**src/rtl/uart_pkg.sv**
```systemverilog
// Shared UART constants and FSM encodings, common to the Rx and Tx sides.
// Parity helper keeps even/odd selection identical on both ends of the link.
package uart_pkg;

  localparam int UART_OVERSAMPLE = 16;
  localparam int UART_DATA_WIDTH = 8;

  typedef enum logic [2:0] {
    ST_IDLE   = 3'd0,
    ST_START  = 3'd1,
    ST_DATA   = 3'd2,
    ST_PARITY = 3'd3,
    ST_STOP   = 3'd4
  } uart_state_t;

  // Expected parity bit for a word whose XOR reduction is data_xor.
  function automatic logic uart_parity_bit(input logic data_xor, input logic odd);
    return data_xor ^ odd;
  endfunction

endpackage

```
**src/rtl/uart_rx_sync.sv**
```systemverilog
// Two-flop synchronizer for the asynchronous serial line; 2 Clock latency.
// Resets to 1 so a released reset never looks like a start bit.
module uart_rx_sync #(
  parameter logic RESET_VAL = 1'b1
) (
  input  logic i_clk,
  input  logic i_rst,
  input  logic i_d,
  output logic o_q
);

  logic r_meta;
  logic r_sync;

  always_ff @(posedge i_clk or posedge i_rst) begin
    if (i_rst) begin
      r_meta <= RESET_VAL;
      r_sync <= RESET_VAL;
    end else begin
      r_meta <= i_d;
      r_sync <= r_meta;
    end
  end

  assign o_q = r_sync;

endmodule

```
**src/rtl/uart_rx_core.sv**
```systemverilog
// UART receiver: oversampled mid-bit sampling, LSB-first, one stop bit, no backpressure.
// Optional parity bit compiled in with macro UART_RX_PARITY_EN; results update at mid-stop.
module uart_rx_core
  import uart_pkg::*;
#(
  parameter int DATA_WIDTH = UART_DATA_WIDTH,
  parameter int OVERSAMPLE = UART_OVERSAMPLE
) (
  input  logic                  Clock,
  input  logic                  Reset,
  input  logic                  Tick,
  input  logic                  RxIn,
  input  logic                  ParityType,
  output logic [DATA_WIDTH-1:0] DataOut,
  output logic                  DoneFlag,
  output logic                  ParityError,
  output logic                  FrameError,
  output logic                  Busy
);

  localparam int CW = $clog2(OVERSAMPLE);
  localparam int IW = (DATA_WIDTH > 1) ? $clog2(DATA_WIDTH) : 1;
  localparam logic [CW-1:0] HALF_M1  = CW'(OVERSAMPLE / 2 - 1);
  localparam logic [CW-1:0] FULL_M1  = CW'(OVERSAMPLE - 1);
  localparam logic [IW-1:0] LAST_BIT = IW'(DATA_WIDTH - 1);

  logic w_rx_sync;

  uart_state_t           r_state;
  logic [CW-1:0]         r_cnt;
  logic [IW-1:0]         r_idx;
  logic [DATA_WIDTH-1:0] r_shift;
  logic [DATA_WIDTH-1:0] r_data;
  logic                  r_done;
  logic                  r_ferr;
  logic                  r_busy;

`ifdef UART_RX_PARITY_EN
  logic r_par_pend;
  logic r_perr;
`else
  logic w_unused_parity_type;
  assign w_unused_parity_type = ParityType;
`endif

  uart_rx_sync #(
    .RESET_VAL (1'b1)
  ) u_sync (
    .i_clk (Clock),
    .i_rst (Reset),
    .i_d   (RxIn),
    .o_q   (w_rx_sync)
  );

  always_ff @(posedge Clock or posedge Reset) begin
    if (Reset) begin
      r_state <= ST_IDLE;
      r_cnt   <= '0;
      r_idx   <= '0;
      r_shift <= '0;
      r_data  <= '0;
      r_done  <= 1'b0;
      r_ferr  <= 1'b0;
      r_busy  <= 1'b0;
`ifdef UART_RX_PARITY_EN
      r_par_pend <= 1'b0;
      r_perr     <= 1'b0;
`endif
    end else begin
      r_done <= 1'b0;
      case (r_state)
        // Start detection is the only transition allowed on a Tick-less cycle.
        ST_IDLE: begin
          if (!w_rx_sync) begin
            r_state <= ST_START;
            r_cnt   <= '0;
            r_busy  <= 1'b1;
          end
        end

        ST_START: begin
          if (Tick) begin
            if (r_cnt == HALF_M1) begin
              r_cnt <= '0;
              r_idx <= '0;
              if (!w_rx_sync) begin
                r_state <= ST_DATA;
              end else begin
                r_state <= ST_IDLE;
                r_busy  <= 1'b0;
              end
            end else begin
              r_cnt <= r_cnt + CW'(1);
            end
          end
        end

        ST_DATA: begin
          if (Tick) begin
            if (r_cnt == FULL_M1) begin
              r_cnt   <= '0;
              r_shift <= {w_rx_sync, r_shift[DATA_WIDTH-1:1]};
              r_idx   <= r_idx + IW'(1);
              if (r_idx == LAST_BIT) begin
`ifdef UART_RX_PARITY_EN
                r_state <= ST_PARITY;
`else
                r_state <= ST_STOP;
`endif
              end
            end else begin
              r_cnt <= r_cnt + CW'(1);
            end
          end
        end

`ifdef UART_RX_PARITY_EN
        // Mismatch is held pending and only published with the rest of the frame.
        ST_PARITY: begin
          if (Tick) begin
            if (r_cnt == FULL_M1) begin
              r_cnt      <= '0;
              r_par_pend <= w_rx_sync ^ uart_parity_bit(^r_shift, ParityType);
              r_state    <= ST_STOP;
            end else begin
              r_cnt <= r_cnt + CW'(1);
            end
          end
        end
`endif

        ST_STOP: begin
          if (Tick) begin
            if (r_cnt == FULL_M1) begin
              r_cnt   <= '0;
              r_data  <= r_shift;
              r_ferr  <= ~w_rx_sync;
              r_done  <= 1'b1;
              r_state <= ST_IDLE;
              r_busy  <= 1'b0;
`ifdef UART_RX_PARITY_EN
              r_perr  <= r_par_pend;
`endif
            end else begin
              r_cnt <= r_cnt + CW'(1);
            end
          end
        end

        default: begin
          r_state <= ST_IDLE;
          r_busy  <= 1'b0;
        end
      endcase
    end
  end

  assign DataOut    = r_data;
  assign DoneFlag   = r_done;
  assign FrameError = r_ferr;
  assign Busy       = r_busy;

`ifdef UART_RX_PARITY_EN
  assign ParityError = r_perr;
`else
  assign ParityError = 1'b0;
`endif

endmodule

```
**config.mk**
```make
export PLATFORM = sky130hd
export DESIGN_NAME = uart_rx_core
export DESIGN_NICKNAME = d
export VERILOG_FILES = /design/src/rtl/uart_pkg.sv /design/src/rtl/uart_rx_sync.sv /design/src/rtl/uart_rx_core.sv
export SDC_FILE = /design/constraint.sdc
export NUM_CORES = 1
export LEC_CHECK = 0
export ABC_AREA = 0
export BUFFER_PORTS_ARGS = -buffer_cell sky130_fd_sc_hd__buf_4
export CAP_MARGIN = 20
export CORE_MARGIN = 2
export CORE_UTILIZATION = 50
export DETAILED_ROUTE_END_ITERATION = 8
export PLACE_DENSITY = 0.72
export SLEW_MARGIN = 25
export SYNTH_ARGS = -nofsm -noshare
export SYNTH_HDL_FRONTEND = slang
export SYNTH_SLANG_ARGS = --single-unit
```
**constraint.sdc**
```tcl
create_clock -name Clock -period 1.7 [get_ports Clock]
set_input_delay 0.17 -clock Clock [delete_from_list [all_inputs] [get_ports Clock]]
set_output_delay 0.17 -clock Clock [all_outputs]
set_load 0.02 [all_outputs]
```
==> flow_summary.yaml <==
global_routing:
  antenna_found_initial: 0
  grt_overflow_total: 0
  grt_pass1_wl_um: 4800
  grt_pass1_vias: 1034
  grt_usage: 0.187
  grt_max_degree: 32
timing:
  final-max-slew-violation-count: 0
  min_period_ps: 1640
  setup_viol: 0
  max_freq_mhz: 612
  skew_ps: 6.51
  hold_viol: 0
  fin_setup_tns_ps: 0
  grt_setup_unrepaired: "false"
  finalCritPeriodShare: 0.962
placement:
  dp_hpwl_um: 2020
  gp_congestion: 0.841
  port_buffers: 14
power:
  ir_drop_mv: 0.613
  p_leak_uw: 0.000941
  pwr_density_cell_mw_per_mm2: 1070
  power_uw: 2010
min_path:
  holdPathEnd: "r_cnt[1]"
  hold_path_class: "in2reg"
  min_from: "Tick"
  whs_path_depth: 4
setup_path:
  crit_path_start_kind: "flip-flop"
  cp.required_ps: 1910
  path_class: "reg2reg"
  path_max_fanout: 10
  cp.arrival_ps: 1850
  rr_endpoint: "DataOut[5]"
  r2r_cells: 5
  reg2reg_from: "r_cnt[1]"
  end_kind: "flip-flop"
  r2r_slack_ps: 60
synthesis:
  syn_area_per_cell_um2: 12.1
  ys_ff_latch: 31
  ys_seq_area_frac: 0.502
  synth_most_common_cell: "dfrtp_1"
  yosys-top-cells-area: "dfrtp_1 47%, mux2_2 12%, dfstp_2 3.4%, ha_1 2.4%, buf_6 2.2%"
  async_flop_share: 1.00
  synth.distinct_cells: 48
  synth_edf_count: 0
  synth_cells: 128
  yosysWarnings: 0
  netlist_area_mm2: 0.00155
  synth_top_area_frac: 0.468
  ys.flop_type: "dfrtp_1"
  synth.largest_area_cell: "dfrtp_1"
  synth_common_cells: "29 x dfrtp_1, 16 x mux2_2, 6 x inv_1"
  syn-num-nets: 136
cts:
  cts_buffer_depth: 2
  cts_root_buffer: "clkbuf_4"
  clk_pin_slew_ps: 90
  cts_max_level: 2
  clock_latency_ps: 330
  clock-sinks: 31
  numCtsBuffers: 5
  cts_tree: "done"
die:
  std_cell_rows: 20
  fp.coreArea_mm2: 0.00300
  ios: 17
  die_w_um: 59.7
  die-area_mm2: 0.00356
  start_util: 0.516
  die_y_um: 59.7
drt:
  route.detailed.wl_per_inst_um: 14.7
  vias: 1088
  route.detailed.drc: 0
  wl_um: 2830
  drt_iter0_markers: 96
  post_drt_via_cell_ratio: 5.64
  firstDrtPassIters: 4
  antenna_left: 0
final_layout:
  area_growth_pct: 21.7
  area.sequential_um2: 779
  antenna_cells: 0
  multiInputGateArea_um2: 724
  finalNetCount: 167
  layout-drive-gt1-share: 0.425
  fill_cells: 254
job:
  cap_violations: 0
run_status:
  outcome: "finished clean"
final cells by class:
type / instances / area share
inverter: 6 / 0.0119
timing repair buffer: 31 / 0.133
tap: 33 / 0.0219
clock buffer: 8 / 0.0365
multi-input combinational: 84 / 0.384
sequential: 31 / 0.413
stage by stage:
step | instances | setup WS (ps) | cell area (um^2) | util | hold WS [ps]
5_1_grt | 193 | 0.580 | 1890 | 0.628 | 302
6_report | 193 | 64.9 | 1890 | 0.628 | 290
4_1_cts | 192 | 12.8 | 1850 | 0.616 | 272
3_5_place_dp | 182 | 34.9 | 1760 | 0.586 | 273
3_3_place_gp | 182 | 64.6 | 1760 | 0.586 | 271
2_1_floorplan | 128 | 26.2 | 1550 | - | 174
power breakdown:
part           internal [uW]  switching (uW)  total, uW  leakage [uW]
Sequential               805            86.7        892      0.000416
Clock                    243             232        475     0.0000386
Combinational            317             329        646      0.000486
worst max-delay path by stage:
stage                 end       start  cells after the start
2_1_floorplan  DataOut[1]    r_cnt[0]                      5
3_3_place_gp   DataOut[1]    r_cnt[1]                      5
3_5_place_dp   r_shift[2]  r_state[0]                      3
4_1_cts        DataOut[5]    r_cnt[1]                      5
5_1_grt        DataOut[5]    r_cnt[1]                      5
6_report       DataOut[5]    r_cnt[1]                      5
worst max-delay path, cell delays in order, from the launching register on:
cell     delay, ps
dfrtp_1        420
ha_4           160
nand4_4        110
nor4b_4        320
buf_12         180
mux2_2         330
metal layers:
metal	vias to the layer above	track usage	part of all wire
met5	-	0	0
met4	0	0.0857	0.022
met3	5	0.0671	0.038
met2	20	0.293	0.49
met1	535	0.230	0.45
li1	528	-	-
timing repair:
action	in CTS	in global routing
setup buffers	0	1
endpoints found under the hold margin	30	0
hold buffers	2	0
resized for setup	0	7
setup endpoints to repair	0	20
kinds of logic (layout without fill, tap and decap cells):
kind of cell               count (synthesis)  in the layout  share of synthesized area
muxes                                     18             18                      0.129
AOI/OAI and AO/OA                         27             27                      0.124
other                                      1              1                    0.00242
and+or+nand+nor                           34             34                      0.161
buffers and inverters                     13             45                     0.0508
DFF                                       31             31                      0.502
adders and majority gates                  4              4                     0.0307
state kept, by name, indices dropped and copies added (netlist names):
register,count
r_cnt,4
Busy,1
FrameError,1
r_shift,8
u_sync.r_meta,1
DataOut,8
r_state,3
DoneFlag,1
u_sync.o_q,1
r_idx,3
cells in the final DEF (no fill, tap or decap), types with 2 or more instances in the layout:
master / instances
dfrtp_1: 28
buf_4: 28
mux2_2: 15
inv_1: 6
nand2_1: 5
o21ai_0: 5
clkbuf_4: 5
nor2_1: 4
nand3_1: 4
a21oi_1: 4
nor3_1: 3
mux2i_1: 2
a22o_1: 2
o22ai_1: 2
and2_1: 2
ha_1: 2
clkbuf_8: 2
dlygate4sd3_1: 2
dfstp_2: 2
Note: power is estimated with default switching activity, not from simulation.
